<file path="src/rtl/store_write_buffer.sv">
// Posted-write FIFO between the core data port and data memory.
// Stores retire in one cycle and drain under a req/ack handshake; loads to pending addresses stall.
module store_write_buffer #(
    parameter int DEPTH = 4,
    parameter int AW    = 32,
    parameter int DW    = 32
) (
    input  logic          clk,
    input  logic          reset,
    input  logic          memwrite,
    input  logic          memread,
    input  logic [AW-1:0] dataadr,
    input  logic [DW-1:0] writedata,
    output logic          stall,
    output logic          mem_req,
    output logic [AW-1:0] mem_adr,
    output logic [DW-1:0] mem_wdata,
    input  logic          mem_ack,
    output logic          empty
);

    localparam int PW = $clog2(DEPTH);
    localparam int CW = PW + 1;

    logic [AW-1:0] adr_q   [DEPTH];
    logic [DW-1:0] data_q  [DEPTH];
    logic [DEPTH-1:0] valid_q;
    logic [PW-1:0] wr_ptr;
    logic [PW-1:0] rd_ptr;
    logic [CW-1:0] count;

    logic full;
    logic push;
    logic pop;
    logic hit;

    assign full    = (count == CW'(DEPTH));
    assign empty   = (count == '0);
    assign mem_req = ~empty;
    assign push    = memwrite & ~full;
    assign pop     = mem_req & mem_ack;

    // Memory sees the oldest entry straight from storage, so the address and
    // data cannot change while a request waits for its ack.
    assign mem_adr   = adr_q[rd_ptr];
    assign mem_wdata = data_q[rd_ptr];

    // A load must wait while any still-pending store targets the same address;
    // the valid bit of an entry drops at its ack edge, releasing the stall.
    always_comb begin
        hit = 1'b0;
        for (int i = 0; i < DEPTH; i++) begin
            if (valid_q[i] && (adr_q[i] == dataadr)) begin
                hit = 1'b1;
            end
        end
    end

    // A store in the same cycle owns the port, so its full-stall wins over any load hazard.
    always_comb begin
        stall = 1'b0;
        if (memwrite) begin
            stall = full;
        end else if (memread) begin
            stall = hit;
        end
    end

    // Storage and valid bits; push and pop never address the same slot because
    // push needs ~full and pop needs ~empty.
    always_ff @(posedge clk or negedge reset) begin
        if (!reset) begin
            for (int i = 0; i < DEPTH; i++) begin
                adr_q[i]  <= '0;
                data_q[i] <= '0;
            end
            valid_q <= '0;
        end else begin
            if (push) begin
                adr_q[wr_ptr]   <= dataadr;
                data_q[wr_ptr]  <= writedata;
                valid_q[wr_ptr] <= 1'b1;
            end
            if (pop) begin
                valid_q[rd_ptr] <= 1'b0;
            end
        end
    end

    // Pointers wrap naturally because DEPTH is a power of two.
    always_ff @(posedge clk or negedge reset) begin
        if (!reset) begin
            wr_ptr <= '0;
            rd_ptr <= '0;
            count  <= '0;
        end else begin
            if (push) begin
                wr_ptr <= wr_ptr + PW'(1);
            end
            if (pop) begin
                rd_ptr <= rd_ptr + PW'(1);
            end
            case ({push, pop})
                2'b10:   count <= count + CW'(1);
                2'b01:   count <= count - CW'(1);
                default: count <= count;
            endcase
        end
    end

`ifndef SYNTHESIS
    always @(posedge clk) begin
        if (reset) begin
            assert (count <= CW'(DEPTH))
                else $error("store_write_buffer: occupancy above DEPTH");
        end
    end
`endif

endmodule

</file>
<file path="config.mk">
export PLATFORM = sky130hd
export DESIGN_NAME = store_write_buffer
export DESIGN_NICKNAME = d
export VERILOG_FILES = /design/src/rtl/store_write_buffer.sv
export SDC_FILE = /design/constraint.sdc
export NUM_CORES = 1
export LEC_CHECK = 0
export ABC_AREA = 0
export ABC_CLOCK_PERIOD_IN_PS = 1900
export CAP_MARGIN = 25
export CORE_UTILIZATION = 30
export CTS_CLUSTER_SIZE = 40
export DETAILED_ROUTE_END_ITERATION = 10
export DONT_BUFFER_PORTS = 1
export GPL_ROUTABILITY_DRIVEN = 1
export HOLD_SLACK_MARGIN = 0.1
export PLACE_DENSITY = 0.42
export RECOVER_POWER = 100
export SLEW_MARGIN = 15
export SYNTH_ARGS = -nofsm -noshare
export SYNTH_HDL_FRONTEND = slang
export SYNTH_SLANG_ARGS = --single-unit
</file>
<file path="constraint.sdc">
create_clock -name clk -period 1.9 [get_ports clk]
set_input_delay 0.095 -clock clk [delete_from_list [all_inputs] [get_ports clk]]
set_output_delay 0.095 -clock clk [all_outputs]
set_load 0.05 [all_outputs]
</file>
==> impl_metrics.env <==
export IMPL_status="finished, violations left"
export IMPL_violations="negative hold slack, negative setup slack"
export IMPL_critical_path_required_ns=1.80
export IMPL_max_slew_margin_pct=6.20
export IMPL_synth_warnings=0
export IMPL_fmax_mhz=382
export IMPL_core_area_sq_mm=0.0432
export IMPL_syn_to_final_growth_pct=28.1
export IMPL_timing_critical_path_from="adr_q[97]"
export IMPL_num_rows=76
export IMPL_ys_top_cells_by_area="dfrtp_1, mux2_2, mux4_2, xor2_1, xnor2_1"
export IMPL_cp_max_fo=2
export IMPL_drt_first_iter_violations=261
export IMPL_grt_antenna_before_repair=0
export IMPL_startpoint_type="register"
export IMPL_hold_viol=267
export IMPL_worst_clock_skew_ns=0.0116
export IMPL_overflow=0
export IMPL_floorplan_die_area_sq_mm=0.0447
export IMPL_die_w_microns=211
export IMPL_routed_wl_microns=39800
export IMPL_p_leak_uw=0.00710
export IMPL_r2r_slack_ns=-0.40
export IMPL_synth_most_common_cell="dfrtp_1"
export IMPL_drc=0
export IMPL_ios=136
export IMPL_yosys_top_cells_count="dfrtp_1, mux2_2, xor2_1, mux4_2, clkbuf_1"
export IMPL_cp_endpoint="stall"
export IMPL_grt_usage_pct=18.6
export IMPL_worst_pin_slew_ns=1.41
export IMPL_ir_drop_mv=0.946
export IMPL_synthCells=883
export IMPL_synth_distinct_cells=27
export IMPL_grt_pass1_vias=8611
export IMPL_hp_class="input pin to asynchronous set/reset pin"
export IMPL_syn_nets=962
export IMPL_post_route_period_util_pct=138
export IMPL_io_buffers=0
export IMPL_grt_pass1_wl_microns=60100
export IMPL_crit_type="register to output pin"
export IMPL_viasPerCell=4.79
export IMPL_hold_slack_ns=-0.748
export IMPL_drv_slew=0
export IMPL_cts_tree="done"
export IMPL_nets=1131
export IMPL_drive_above_1_share_pct=49.8
export IMPL_cts_num_sinks=267
export IMPL_yosysTopAreaCellShare_pct=50.8
export IMPL_dp_hpwl_microns=24600
export IMPL_ys_flop_type="dfrtp_1"
export IMPL_place_congestion=0.730
export IMPL_r2r_end="adr_q[57]"
export IMPL_power_density_mw_per_mm2=2150
export IMPL_worstSkewPairLatency_ns=0.54
export IMPL_cp_arrival_ns=2.52
export IMPL_drt_pass1_iter_count=4
export IMPL_rsz0062_at_grt="yes"
export IMPL_setup_viol=322
export IMPL_cts_made_buffers=36
export IMPL_synth_edf_count=0
export IMPL_synth_seq_area_share_pct=50.8
export IMPL_grt_max_degree=268
export IMPL_htreeDepth=2
export IMPL_fin_ws_ns=-0.714
export IMPL_routedWlPerCell_microns=24.0
export IMPL_vias=7955
export IMPL_utilization_pct=39.0
export IMPL_path_clk_slew_ns=0.06
export IMPL_yosys_area_top_type="dfrtp_1"
export IMPL_ant_nets=0
export IMPL_syn_area_per_cell_sq_um=14.9
export IMPL_rr_worst_depth=6
export IMPL_period_minus_slack_ns=2.61
export IMPL_critPathCaptureType="output pin"
export IMPL_regToRegStartpoint="count[0]"
export IMPL_n_antenna_cell=0
export IMPL_initial_utilization_pct=30.5
export IMPL_ys_ff_latch=267
export IMPL_cts_root_buffer="clkbuf_16"
export IMPL_fp_dieH_microns=211
export IMPL_async_reset_ff_share_pct=100
export IMPL_cts_buffer_depth=3
export IMPL_p_total_uw=36300
export IMPL_syn_area_sq_mm=0.0132
export IMPL_max_cap_violations=0
export IMPL_cts_hold_buffers=65
==> how the worst min path moves through the flow <==
stage                       to  slack [ns]
global placement     adr_q[20]       -0.19
detailed placement   adr_q[20]       -0.19
finish              adr_q[111]       -0.75
global route        adr_q[111]       -0.78
floorplan             adr_q[0]       -0.20
CTS                  adr_q[20]       -0.77
==> logic make-up after synthesis <==
logic type	Yosys count	synth area share [%]
xor gates and xnor gates	133	9.19
adders and majority gates	10	1.01
DFF	267	50.8
and+or+nand+nor	57	2.49
buffers and inverters	82	3.11
AOI/OAI and AO/OA	13	0.513
muxes	321	32.9
==> routing by layer <==
layer  track usage, %  routed length (microns)
met3             5.01                     2200
met4             4.65                      748
met1             24.5                    17400
met5                0                        0
met2             30.2                    19400
==> layout make-up <==
cell class | instances | area [sq um]
clock buffers | 56 | 1050
clock inverters | 6 | 80.1
fillers | 4126 | 26300
inverters | 10 | 41.3
multi-input cells | 534 | 6190
flip-flops and latches | 267 | 6690
well taps | 585 | 732
repair buffers | 203 | 2080
==> worst max-delay path, stage by stage (launching register included) <==
cell and delay (ns):
dfrtp_1 0.38, xor2_1 0.16, nor4_2 0.35, buf_4 0.18
nand4_1 0.08, or4_4 0.45, a31oi_4 0.22, buf_12 0.17
==> sequential cells by signal (all words and copies together), names as in the netlist <==
register / flops
count: 3
valid_q: 4
data_q: 128
rd_ptr: 2
wr_ptr: 2
adr_q: 128
==> through the flow <==
stage | hold slack [ns] | worst slack [ns] | area (sq um) | cells | TNS (ns)
floorplan | -0.201 | -0.0858 | 13200 | 883 | -0.245
global placement | -0.192 | -0.365 | 14800 | 1523 | -0.365
detailed placement | -0.191 | -0.345 | 14800 | 1523 | -0.345
CTS | -0.774 | -0.790 | 17000 | 1667 | -19.15
global route | -0.780 | -0.837 | 16900 | 1661 | -139.23
finish | -0.748 | -0.714 | 16900 | 1661 | -100.28
==> report_power, final <==
part / switching, uW / internal [uW] / leakage (uW)
Sequential: 1880 / 8660 / 0.00317
Clock: 2560 / 4040 / 0.000552
Combinational: 10800 / 8390 / 0.00338
Total: 15200 / 21100 / 0.00710
==> timing repair <==
item                                   4_1_cts  5_1_grt
setup endpoints to repair                   66       66
cloned                                       8        0
pin swaps                                    4        9
endpoints found under the hold margin      532      267
gates resized for setup                     18       15
buffers inserted                            10        1
==> layout by cell type (no fill, tap or decap), types with 8 or more instances in the layout <==
master,n
nand4_1,10
xnor2_1,28
mux4_2,64
mux2_2,256
ha_1,9
nor4_1,14
dlygate4sd3_1,65
clkbuf_16,37
clkbuf_1,16
xor2_1,99
nor4_2,9
dfrtp_1,266
buf_4,106
buf_12,22
a21oi_1,8
No activity file was read; power rests on OpenSTA's default activity.
